==> src/rtl/apb_master_arb_if.sv <==
// apb_master_arb_if
//   Bundles the two requester ports and the shared APB bus of apb_master_arb.
//   Ports (all signals, grouped):
//     req0_*/req1_*  : requester handshake (valid/write/addr/wdata in, done/rdata/err out)
//     PADDR/PWRITE/PWDATA/PENABLE/PSEL : APB master outputs
//     PRDATA/PREADY  : per-slave APB returns, slave i at PRDATA[32i+31:32i]
//   modport master : the arbiter side
//   modport slave  : the requester/peripheral side
interface apb_master_arb_if #(
    parameter int NUM_SLV = 4
);
    logic                     req0_valid;
    logic                     req0_write;
    logic [31:0]              req0_addr;
    logic [31:0]              req0_wdata;
    logic                     req0_done;
    logic [31:0]              req0_rdata;
    logic                     req0_err;

    logic                     req1_valid;
    logic                     req1_write;
    logic [31:0]              req1_addr;
    logic [31:0]              req1_wdata;
    logic                     req1_done;
    logic [31:0]              req1_rdata;
    logic                     req1_err;

    logic [31:0]              PADDR;
    logic                     PWRITE;
    logic [31:0]              PWDATA;
    logic                     PENABLE;
    logic [NUM_SLV-1:0]       PSEL;
    logic [32*NUM_SLV-1:0]    PRDATA;
    logic [NUM_SLV-1:0]       PREADY;

    modport master (
        input  req0_valid, req0_write, req0_addr, req0_wdata,
        output req0_done, req0_rdata, req0_err,
        input  req1_valid, req1_write, req1_addr, req1_wdata,
        output req1_done, req1_rdata, req1_err,
        output PADDR, PWRITE, PWDATA, PENABLE, PSEL,
        input  PRDATA, PREADY
    );

    modport slave (
        output req0_valid, req0_write, req0_addr, req0_wdata,
        input  req0_done, req0_rdata, req0_err,
        output req1_valid, req1_write, req1_addr, req1_wdata,
        input  req1_done, req1_rdata, req1_err,
        input  PADDR, PWRITE, PWDATA, PENABLE, PSEL,
        output PRDATA, PREADY
    );
endinterface

==> src/rtl/apb_master_arb.sv <==
// apb_master_arb
//   Two-port APB master: round-robin arbitration between port 0 (CPU) and
//   port 1 (DMA), address decode into one-hot PSEL, SETUP/ACCESS sequencing
//   with a bounded PREADY wait, and a one-cycle done pulse back to the winner.
//   Ports:
//     PCLK    : clock, rising edge
//     PRESET  : asynchronous active-low reset
//     bus     : apb_master_arb_if.master (requesters + APB bus)
//
//   state  | meaning
//   IDLE   | bus idle, arbitrate and decode on any valid
//   SETUP  | PSEL asserted, PENABLE low
//   ACCESS | PSEL+PENABLE, wait for PREADY or timeout
//   DONE   | done pulse to the granted port with registered rdata/err
module apb_master_arb #(
    parameter int NUM_SLV = 4,
    parameter int TIMEOUT = 15
) (
    input logic               PCLK,
    input logic               PRESET,
    apb_master_arb_if.master  bus
);
    typedef enum logic [1:0] {ST_IDLE, ST_SETUP, ST_ACCESS, ST_DONE} state_t;

    state_t       r_state;
    state_t       w_state_nxt;
    logic         r_last;
    logic         r_port;
    logic [3:0]   r_idx;
    logic [31:0]  r_paddr;
    logic [31:0]  r_pwdata;
    logic         r_pwrite;
    logic [31:0]  r_rdata;
    logic         r_err;
    logic [7:0]   r_wait;

    logic         w_any;
    logic         w_gnt;
    logic         w_grant;
    logic         w_write;
    logic [31:0]  w_addr;
    logic [31:0]  w_wdata;
    logic         w_dec_ok;
    logic         w_pready;
    logic [31:0]  w_prdata;
    logic         w_timeout;
    logic [NUM_SLV-1:0] w_psel;
    logic         w_penable;
    logic         w_done0;
    logic         w_done1;

    // On a tie the port that did not win last time is chosen.
    assign w_any    = bus.req0_valid | bus.req1_valid;
    assign w_gnt    = (bus.req0_valid && bus.req1_valid) ? ~r_last : bus.req1_valid;
    assign w_write  = w_gnt ? bus.req1_write : bus.req0_write;
    assign w_addr   = w_gnt ? bus.req1_addr  : bus.req0_addr;
    assign w_wdata  = w_gnt ? bus.req1_wdata : bus.req0_wdata;
    assign w_dec_ok = (w_addr[31:16] == 16'h1000) &&
                      ({1'b0, w_addr[15:12]} < 5'(NUM_SLV));

    // r_wait counts completed ACCESS cycles, so ACCESS lasts exactly TIMEOUT cycles.
    assign w_timeout = (r_wait + 8'd1) == 8'(TIMEOUT);

    always_comb begin
        w_pready = 1'b0;
        w_prdata = '0;
        w_psel   = '0;
        for (int i = 0; i < NUM_SLV; i++) begin
            if (r_idx == 4'(i)) begin
                w_pready = bus.PREADY[i];
                w_prdata = bus.PRDATA[32*i +: 32];
                w_psel[i] = 1'b1;
            end
        end
    end

    always_ff @(posedge PCLK or negedge PRESET) begin
        if (!PRESET) r_state <= ST_IDLE;
        else         r_state <= w_state_nxt;
    end

    always_comb begin
        w_state_nxt = r_state;
        w_grant     = 1'b0;
        w_penable   = 1'b0;
        bus.PSEL    = '0;
        case (r_state)
            ST_IDLE: begin
                if (w_any) begin
                    w_grant     = 1'b1;
                    w_state_nxt = w_dec_ok ? ST_SETUP : ST_DONE;
                end
            end
            ST_SETUP: begin
                bus.PSEL    = w_psel;
                w_state_nxt = ST_ACCESS;
            end
            ST_ACCESS: begin
                bus.PSEL  = w_psel;
                w_penable = 1'b1;
                if (w_pready || w_timeout) w_state_nxt = ST_DONE;
            end
            ST_DONE: begin
                w_state_nxt = ST_IDLE;
            end
            default: w_state_nxt = ST_IDLE;
        endcase
    end

    always_ff @(posedge PCLK or negedge PRESET) begin
        if (!PRESET) begin
            r_last   <= 1'b1;
            r_port   <= 1'b0;
            r_idx    <= '0;
            r_paddr  <= '0;
            r_pwdata <= '0;
            r_pwrite <= 1'b0;
            r_rdata  <= '0;
            r_err    <= 1'b0;
            r_wait   <= '0;
        end else begin
            if (w_grant) begin
                r_last  <= w_gnt;
                r_port  <= w_gnt;
                r_rdata <= '0;
                r_err   <= ~w_dec_ok;
                r_wait  <= '0;
                // Bus fields are only updated for real transfers so they hold otherwise.
                if (w_dec_ok) begin
                    r_idx    <= w_addr[15:12];
                    r_paddr  <= w_addr;
                    r_pwrite <= w_write;
                    r_pwdata <= w_wdata;
                end
            end
            if (r_state == ST_ACCESS) begin
                if (w_pready) begin
                    r_rdata <= r_pwrite ? 32'h0 : w_prdata;
                    r_err   <= 1'b0;
                end else begin
                    r_wait <= r_wait + 8'd1;
                    if (w_timeout) r_err <= 1'b1;
                end
            end
        end
    end

    assign w_done0 = (r_state == ST_DONE) && !r_port;
    assign w_done1 = (r_state == ST_DONE) &&  r_port;

    assign bus.PENABLE    = w_penable;
    assign bus.PADDR      = r_paddr;
    assign bus.PWRITE     = r_pwrite;
    assign bus.PWDATA     = r_pwdata;
    assign bus.req0_done  = w_done0;
    assign bus.req1_done  = w_done1;
    assign bus.req0_rdata = w_done0 ? r_rdata : 32'h0;
    assign bus.req1_rdata = w_done1 ? r_rdata : 32'h0;
    assign bus.req0_err   = w_done0 & r_err;
    assign bus.req1_err   = w_done1 & r_err;
endmodule

==> src/flat_wrapper.sv <==
// flat-port wrapper written by rule: the top's interface ports become plain ports
module apb_master_arb_flat 
#(
    parameter int NUM_SLV = 4,
    parameter int TIMEOUT = 15
)
  (PCLK, PRESET, bus_req0_valid, bus_req0_write, bus_req0_addr, bus_req0_wdata, bus_req0_done, bus_req0_rdata, bus_req0_err, bus_req1_valid, bus_req1_write, bus_req1_addr, bus_req1_wdata, bus_req1_done, bus_req1_rdata, bus_req1_err, bus_PADDR, bus_PWRITE, bus_PWDATA, bus_PENABLE, bus_PSEL, bus_PRDATA, bus_PREADY);
  apb_master_arb_if #(.NUM_SLV(NUM_SLV)) bus_i ();
  input logic PCLK;
  input logic PRESET;
  input wire logic [$bits(bus_i.req0_valid)-1:0] bus_req0_valid;
  input wire logic [$bits(bus_i.req0_write)-1:0] bus_req0_write;
  input wire logic [$bits(bus_i.req0_addr)-1:0] bus_req0_addr;
  input wire logic [$bits(bus_i.req0_wdata)-1:0] bus_req0_wdata;
  output wire logic [$bits(bus_i.req0_done)-1:0] bus_req0_done;
  output wire logic [$bits(bus_i.req0_rdata)-1:0] bus_req0_rdata;
  output wire logic [$bits(bus_i.req0_err)-1:0] bus_req0_err;
  input wire logic [$bits(bus_i.req1_valid)-1:0] bus_req1_valid;
  input wire logic [$bits(bus_i.req1_write)-1:0] bus_req1_write;
  input wire logic [$bits(bus_i.req1_addr)-1:0] bus_req1_addr;
  input wire logic [$bits(bus_i.req1_wdata)-1:0] bus_req1_wdata;
  output wire logic [$bits(bus_i.req1_done)-1:0] bus_req1_done;
  output wire logic [$bits(bus_i.req1_rdata)-1:0] bus_req1_rdata;
  output wire logic [$bits(bus_i.req1_err)-1:0] bus_req1_err;
  output wire logic [$bits(bus_i.PADDR)-1:0] bus_PADDR;
  output wire logic [$bits(bus_i.PWRITE)-1:0] bus_PWRITE;
  output wire logic [$bits(bus_i.PWDATA)-1:0] bus_PWDATA;
  output wire logic [$bits(bus_i.PENABLE)-1:0] bus_PENABLE;
  output wire logic [$bits(bus_i.PSEL)-1:0] bus_PSEL;
  input wire logic [$bits(bus_i.PRDATA)-1:0] bus_PRDATA;
  input wire logic [$bits(bus_i.PREADY)-1:0] bus_PREADY;
  assign bus_i.req0_valid = bus_req0_valid;
  assign bus_i.req0_write = bus_req0_write;
  assign bus_i.req0_addr = bus_req0_addr;
  assign bus_i.req0_wdata = bus_req0_wdata;
  assign bus_req0_done = bus_i.req0_done;
  assign bus_req0_rdata = bus_i.req0_rdata;
  assign bus_req0_err = bus_i.req0_err;
  assign bus_i.req1_valid = bus_req1_valid;
  assign bus_i.req1_write = bus_req1_write;
  assign bus_i.req1_addr = bus_req1_addr;
  assign bus_i.req1_wdata = bus_req1_wdata;
  assign bus_req1_done = bus_i.req1_done;
  assign bus_req1_rdata = bus_i.req1_rdata;
  assign bus_req1_err = bus_i.req1_err;
  assign bus_PADDR = bus_i.PADDR;
  assign bus_PWRITE = bus_i.PWRITE;
  assign bus_PWDATA = bus_i.PWDATA;
  assign bus_PENABLE = bus_i.PENABLE;
  assign bus_PSEL = bus_i.PSEL;
  assign bus_i.PRDATA = bus_PRDATA;
  assign bus_i.PREADY = bus_PREADY;
  apb_master_arb #(.NUM_SLV(NUM_SLV), .TIMEOUT(TIMEOUT)) u_core (.PCLK(PCLK), .PRESET(PRESET), .bus(bus_i));
endmodule
==> config.mk <==
export PLATFORM = sky130hd
export DESIGN_NAME = apb_master_arb_flat
export DESIGN_NICKNAME = d
export VERILOG_FILES = /design/src/rtl/apb_master_arb_if.sv /design/src/rtl/apb_master_arb.sv /design/src/flat_wrapper.sv
export SDC_FILE = /design/constraint.sdc
export NUM_CORES = 1
export LEC_CHECK = 0
export ABC_AREA = 0
export BUFFER_PORTS_ARGS = -buffer_cell sky130_fd_sc_hd__buf_4
export CAP_MARGIN = 20
export CORE_AREA = 5 5 153 155
export DETAILED_ROUTE_END_ITERATION = 7
export DIE_AREA = 0 0 158 160
export GPL_TIMING_DRIVEN = 0
export HOLD_SLACK_MARGIN = 0.08
export SLEW_MARGIN = 25
export SYNTH_ARGS = -nofsm -noshare
export SYNTH_HDL_FRONTEND = slang
export SYNTH_SLANG_ARGS = --single-unit
==> constraint.sdc <==
create_clock -name PCLK -period 4.6 [get_ports PCLK]
set_input_delay 0.46 -clock PCLK [delete_from_list [all_inputs] [get_ports PCLK]]
set_output_delay 0.46 -clock PCLK [all_outputs]
set_load 0.01 [all_outputs]
Word level (Yosys, flattened, before mapping) --
Cells that the tools add are included. Widths: inputs -> output; s select.
Storage, ports and cells: register bits 114, memories kept 0, ROM bits 0, bits in latches 0, RAM bits 0, word-level logic and storage cells 75, output and inout bits 138, input bits 266
Cells by class: equal/unequal tests 10, bitwise operators 5, divide/modulo/power cells 0, reduce and logical (&&, ||, !) cells 11, add/sub/neg operators 1, shifts and indexed selects 0, $lt $le $gt $ge 1, multiply operators 0, muxes and demuxes 37
Operators by type and width (count):
- $mux 32 | 12
- $mux 8 | 3
- $mux 1 | 17
- $eq 16x13->1 const B | 1
- $add 8x1->8 const B | 1
- $eq 4x2->1 const B | 2
- $eq 8x4->1 const B | 1
- $pmux 2 s4 | 1
- $mux 2 | 3
- $eq 2x2->1 const B | 2
- $eq 4x1->1 const B | 1
- $logic_and 1x1->1 | 4
- $logic_not 4->1 | 1
- $lt 4x3->1 const B | 1
- $mux 4 | 1
- $ne 2x1->1 const B | 2
- $reduce_and 2->1 | 2
- $and 1x1->1 | 2
- $eq 2x1->1 const B | 1
- $logic_not 2->1 | 1
- $not 1->1 | 2
- $reduce_or 2->1 | 1
- $logic_not 1->1 | 1
- $logic_or 1x1->1 | 1
- $or 1x1->1 | 1

Longest topological paths before layout --
Gate-level depths: netlist of the first run.
depth after elaboration 10, mapped depth 9, mapped depth without buffers 7

Least setup slack after synthesis of the first run --
Ideal clock, no wire load.
path kind register to output, start point reg u_core.bus.PADDR[13] (netlist name), end point out bus_PSEL[0], data required time 4140 ps, arrival time 1472 ps, path buffers 1, stages on the path, launching flop included 5, setup slack 2668 ps, cells stage by stage dfrtp_1 > or3_1 > nor2_1 > buf_2 > and2_1
RTL lines:
- end, declared | line flat_wrapper.sv:29 | output wire logic [$bits(bus_i.PSEL)-1:0] bus_PSEL;

==> results of run 1 <==
## registers in the layout, summed over array words and instances, names as in the netlist
register           count
u_core.bus.PADDR      32
u_core.bus.PWDATA     32
u_core.bus.PWRITE      1
u_core.r_err           1
u_core.r_last          1
u_core.r_port          1
u_core.r_rdata        32
u_core.r_state         2
u_core.r_wait          8
## cells in the final DEF, fill, tap and decap left out, types with 2 or more instances in the layout
cell,n
buf_4,402
dfrtp_1,109
mux2i_1,83
nand2_1,57
and2_1,54
o21ai_1,47
and3_1,36
a21oi_1,34
a22o_1,33
clkbuf_1,31
a221oi_1,31
o21ai_0,15
buf_2,14
nor2_1,11
clkbuf_16,9
buf_6,8
ha_1,5
nor2b_1,4
nand3_1,4
nand2b_1,4
nor4_1,4
inv_1,3
o31ai_1,3
o22ai_1,2
a21boi_0,2
nor3_1,2
or4_1,2
nor4b_1,2
clkinvlp_4,2
clkinv_4,2
## cells by family (layout without fill, tap and decap cells)
family          count (synthesis)  in the layout
compound gates                176            176
xor+xnor                        1              1
fa+ha+maj                       5              5
buf+inv                        55            476
flops                         110            110
mux                            83             83
other cells                     0              1
simple gates                  188            188
## power groups by stage
| stage | Clock (mW) | Combinational [mW] | Sequential, mW |
|---|---|---|---|
| final | 0.780 | 1.27 | 1.28 |
| after global routing | 0.842 | 1.39 | 1.31 |
| after CTS | 0.812 | 1.29 | 1.28 |
| after detailed placement | 0 | 1.28 | 1.30 |
| after global placement | 0 | 1.27 | 1.30 |
| after floorplan | 0 | 0.673 | 1.25 |
## critical path, stage by stage (launching register included)
cell	delay [ps]
dfrtp_1	430
nor2_1	230
and2_1	160
clkbuf_1	360
clkbuf_1	430
nand2_1	120
nor2_1	120
buf_4	140
## what timing repair did
action                                 in CTS  in global routing
hold buffers                                1                  0
setup endpoints to repair                   0                  0
endpoints found under the hold margin      50                  0
## worst min path at each step
stage / cells past startpoint / startpoint / slack [ps] / to
2_1_floorplan: 0 / PRESET / 160 / u_core.bus.PADDR[0]$_DFFE_PN0P_
3_3_place_gp: 1 / u_core.bus.PADDR[28]$_DFFE_PN0P_ / 450 / u_core.bus.PADDR[28]$_DFFE_PN0P_
3_5_place_dp: 1 / PRESET / 410 / u_core.bus.PADDR[8]$_DFFE_PN0P_
4_1_cts: 2 / bus_req0_valid / 270 / u_core.r_last$_DFFE_PN1P_
5_1_grt: 2 / bus_req0_valid / 290 / u_core.r_last$_DFFE_PN1P_
6_report: 2 / bus_req0_valid / 280 / u_core.r_last$_DFFE_PN1P_
## per-layer routing
| layer | GRT usage | part of all wire | vias to the layer above |
|---|---|---|---|
| li1 | - | - | 3101 |
| met3 | 0.06333 | 0.10 | 36 |
| met5 | 0 | 0 | - |
| met4 | 0.06786 | 0.026 | 0 |
| met1 | 0.2314 | 0.37 | 3037 |
| met2 | 0.3717 | 0.51 | 284 |
## area by class of cell
| class | instances | area (µm²) |
|---|---|---|
| Buffer | 52 | 272.8 |
| Antenna cell | 1 | 2.502 |
| Sequential cell | 110 | 2754 |
| Multi-Input combinational cell | 453 | 3110 |
| Fill cell | 2168 | 11830 |
| Timing Repair Buffer | 405 | 3070 |
| Inverter | 3 | 11.26 |
| Clock inverter | 5 | 43.79 |
| Tap cell | 280 | 350.3 |
| Clock buffer | 11 | 242.7 |
==> flow_summary.json, run 1 <==
{
  "status": "complete, no violations",
  "dp.cells": 1302,
  "reg2reg_from": "u_core.bus.PADDR[12]$_DFFE_PN0P_",
  "synth_top_cell_area_share": 0.4436,
  "tightest_slew_ps": 834.7,
  "cp.required_ps": 4140,
  "start_kind": "flop",
  "syn_to_final_growth_pct": 60.34,
  "ant_nets": 0,
  "htreeDepth": 3,
  "cts_resized": 0,
  "gp_congestion": 0.8248,
  "dp_hpwl_um": 22240,
  "post_synth_num_cell_types": 45,
  "power_frac_seq": 0.385,
  "rows": 54,
  "grt_pass1_vias": 6909,
  "yosysSeqAreaShare": 0.4479,
  "fin_ws_ps": 1783,
  "post-route-period-util": 0.6125,
  "setup_viol": 0,
  "swShare": 0.3532,
  "utilization": 0.4545,
  "grt_pass1_wl_um": 40300,
  "power_per_cell_area_mw_per_mm2": 337.5,
  "r2r_cells": 5,
  "root_buffer": "clkbuf_16",
  "synthSimpleGateAreaFrac": 0.1681,
  "avgSynthCellArea_um2": 9.949,
  "synth_ff_type": "dfrtp_1",
  "finalWirelength_um": 27260,
  "netlist_area_mm2": 0.006148,
  "grt_setup_unrepaired": "no",
  "finalInstanceArea_mm2": 0.009858,
  "yosysWarningCount": 0,
  "p_leak_nw": 4.990,
  "path_class": "flop to output port",
  "end_kind": "output port",
  "pre_cts_slack_ps": 1928,
  "setup-tns-final_ps": 0,
  "synth_common_cells": "dfrtp_1, mux2i_1, nand2_1, and2_1, o21ai_1",
  "drv_cap": 0,
  "nNetsFinal": 1305,
  "hold_ws_ps": 284.1,
  "cp-startpoint": "u_core.bus.PADDR[14]$_DFFE_PN0P_",
  "synthArstFlopShare": 1.000,
  "boundaryPins": 404,
  "wl_per_cell_um": 20.65,
  "drive_above_1_share": 0.4312,
  "p_int_mw": 2.152,
  "clkLatencyLatePin_ps": 360,
  "synth_xor_area_frac": 0.001425,
  "ys_ff_latch": 110,
  "numPortBuffers": 403,
  "synth-compound-area-share": 0.1911,
  "die_w_um": 158,
  "die_h_um": 160,
  "final_hold_viol_count": 0,
  "r2r_setup_slack_ps": 2110,
  "clkPwrFrac": 0.234,
  "r2r_end": "u_core.r_rdata[23]$_DFF_PN0_",
  "antenna_found_initial": 1,
  "dpl_cell_area_mm2": 0.009559,
  "skew_ps": 11.42,
  "power_mw": 3.327,
  "synth_area_leaders": "dfrtp_1, mux2i_1, and2_1",
  "slew_headroom": 0.4435,
  "ir_worst_vdd_v": 0.0001684,
  "power_switching_mw": 1.175,
  "drtIter0Drc": 241,
  "min_period_ps": 2817,
  "fmax_mhz": 354.9,
  "track_usage": 0.2071,
  "grt_overflow": 0,
  "clk_path_buf_depth": 2,
  "synth_most_common_cell": "dfrtp_1",
  "grt_start_max_net_pins": 61,
  "dr.pass1.iters": 4,
  "comb_power_share": 0.380,
  "postCtsSetupRepairBufs": 0,
  "worst-path-max-fanout": 10,
  "synth_edf_count": 0,
  "vias": 6458,
  "synth_top_family_by_area": "compound AO/OA/AOI/OAI gates",
  "cts_made_buffers": 9,
  "die_area_mm2": 0.02528,
  "report.final.slew_viol_count": 0,
  "clkSlewWorstSetupHoldPaths_ps": 80,
  "worstPathArrival_ps": 2360,
  "synthAdderAreaFrac": 0.01018,
  "coreArea_mm2": 0.02169,
  "cp-endpoint": "bus_PSEL[1]",
  "final_cells": 1320,
  "synth.mux.area_fraction": 0.1351,
  "post-route-drc-count": 0,
  "synthCells": 618,
  "via_per_inst": 4.892,
  "syn_nets": 889,
  "cts.sinks": 110,
  "cts_tree": "built",
  "hp-class": "input port to flop",
  "initial_core_util": 0.2835,
  "synth_area_leader_cell": "dfrtp_1"
}
Note: power is estimated with default switching activity, not from simulation.
==> run 2, diff against run 1 <==
Settings changed: CORE_AREA 5 5 153 155 to 5 5 154 156, DIE_AREA 0 0 158 160 to 0 0 159 161.
Clock period 4.6 ns to 2.9 ns, I/O delays scaled along.
==> run 2 against run 1 <==
Net effect:
- routed wire length decreased by 3.4%
- critical path type unchanged
- register-to-register slack worse by 1700 ps
- flip-flop and latch count unchanged
- count of clock-buffer cells in the layout shrank 1
- hold slack got worse by 170 ps
- sequential power is 60% higher
- sequential share of layout area is essentially flat
- critical path depth is the same
- cell area is essentially flat
- final cell count up 0.30%
- core utilization fell by 1.1 points
- combinational power grew 57%
==> flow_summary.json, run 2 (synthesis gave the netlist of run 1 again) <==
{
  "finalWirelength_um": 26330,
  "coreArea_mm2": 0.02223,
  "drive_above_1_share": 0.4312,
  "ant_nets": 0,
  "grt_overflow": 0,
  "root_buffer": "clkbuf_16",
  "clk_path_buf_depth": 2,
  "start_kind": "flop",
  "antenna_found_initial": 0,
  "post-route-drc-count": 0,
  "path_class": "flop to output port",
  "pre_cts_slack_ps": 227.9,
  "cts_tree": "built",
  "tightest_slew_ps": 711.5,
  "cts_made_buffers": 9,
  "end_kind": "output port",
  "cp-startpoint": "u_core.bus.PADDR[15]$_DFFE_PN0P_",
  "numPortBuffers": 403,
  "grt_pass1_wl_um": 40140,
  "reg2reg_from": "u_core.bus.PADDR[12]$_DFFE_PN0P_",
  "final_hold_viol_count": 0,
  "report.final.slew_viol_count": 0,
  "die_w_um": 159,
  "setup_viol": 0,
  "vias": 6388,
  "min_period_ps": 2625,
  "r2r_setup_slack_ps": 400,
  "fill_cells": 2255,
  "via_per_inst": 4.825,
  "p_leak_nw": 4.995,
  "r2r_cells": 5,
  "power_mw": 5.287,
  "cts.sinks": 110,
  "grt_start_max_net_pins": 62,
  "die_h_um": 161,
  "die_area_mm2": 0.02560,
  "grt_setup_unrepaired": "no",
  "post-route-period-util": 0.9051,
  "cp-endpoint": "bus_PSEL[1]",
  "grt_pass1_vias": 6819,
  "initial_core_util": 0.2766,
  "gp_congestion": 0.8313,
  "track_usage": 0.1981,
  "syn_to_final_growth_pct": 60.44,
  "nNetsFinal": 1305,
  "num_antenna_cells": 0,
  "dr.pass1.iters": 4,
  "postCtsSetupRepairBufs": 0,
  "worst-path-max-fanout": 10,
  "fin_ws_ps": 275.2,
  "fmax_mhz": 381.0,
  "slew_headroom": 0.5256,
  "htreeDepth": 3,
  "hp-class": "input port to flop",
  "ir_worst_vdd_v": 0.0003032,
  "clkSlewWorstSetupHoldPaths_ps": 80,
  "setup-tns-final_ps": 0,
  "cp.required_ps": 2610,
  "dp_hpwl_um": 21560,
  "rows": 55,
  "status": "complete, no violations",
  "power_per_cell_area_mw_per_mm2": 536.0,
  "boundaryPins": 404,
  "drv_cap": 0,
  "final_cell_mix": "buf_4, dfrtp_1, mux2i_1",
  "wl_per_cell_um": 19.88,
  "drtIter0Drc": 343,
  "clkLatencyLatePin_ps": 360,
  "r2r_end": "u_core.r_rdata[16]$_DFF_PN0_",
  "final_common_cell": "buf_4",
  "skew_ps": 8.374,
  "worstPathArrival_ps": 2330
}
## run 2: cell types whose count changed in the layout (fill, tap and decap cells not counted), sizes merged
cell      previous run  this run
diode                1         0
clkinvlp             2         1
clkinv               2         1
inv                  4         7
clkbuf              41        40
## run 2: timing repair
item | in CTS | in global routing
hold endpoints to repair | 49 | 0
endpoints found under the setup margin | 0 | 0
hold buffers | 1 | 0
gates resized for setup | 0 | 0
## run 2: metal layers
layer,wire length [µm],part of all wire,track usage,up-vias
met5,0,0,0,-
met3,2152,0.082,0.06507,20
li1,-,-,-,3092
met1,10490,0.40,0.2368,2983
met4,435,0.017,0.04575,0
met2,13250,0.50,0.3471,293
## run 2: critical path, cell delays in order, from the launching register on
cell	delay (ps)
dfrtp_1	430
nor2_1	230
and2_1	160
clkbuf_1	340
clkbuf_1	450
nand2_1	100
nor2_1	110
buf_4	140
## run 2: area by class of cell
type                       instances  area [µm²]  area share
buffer                            52       272.8     0.02765
clock buffer                      10       229.0     0.02321
clock inverter                     6       63.81    0.006469
inverter                           3       11.26    0.001142
multi-input combinational        453        3110      0.3153
sequential                       110        2754      0.2792
tap                              285       356.6     0.03615
timing repair buffer             405        3067      0.3109
## run 2: metrics by stage
stage	instance area, µm²	hold slack [ps]	cells	utilization
2_1_floorplan	6148	-5.591	618	-
3_3_place_gp	9530	452.9	1306	0.4288
3_5_place_dp	9562	280.1	1307	0.4302
4_1_cts	9864	96.01	1324	0.4438
5_1_grt	9864	104.7	1324	0.4438
6_report	9864	111.2	1324	0.4438
## run 2: report_power, final
part | total (mW) | switching (mW) | internal [mW]
sequential | 2.05 | 0.236 | 1.81
clock | 1.24 | 0.631 | 0.611
combinational | 2.00 | 1.02 | 0.984
total | 5.29 | 1.88 | 3.41
## run 2: worst min path at each step
stage,from,to,slack (ps),cells after the start
final,bus_req0_valid,u_core.r_last$_DFFE_PN1P_,110,2
after global routing,bus_req0_valid,u_core.r_last$_DFFE_PN1P_,100,2
after CTS,bus_req0_valid,u_core.r_last$_DFFE_PN1P_,100,2
after detailed placement,PRESET,u_core.r_rdata[0]$_DFF_PN0_,280,1
after global placement,u_core.bus.PADDR[28]$_DFFE_PN0P_,u_core.bus.PADDR[28]$_DFFE_PN0P_,450,1
after floorplan,PRESET,u_core.bus.PADDR[0]$_DFFE_PN0P_,-6,0
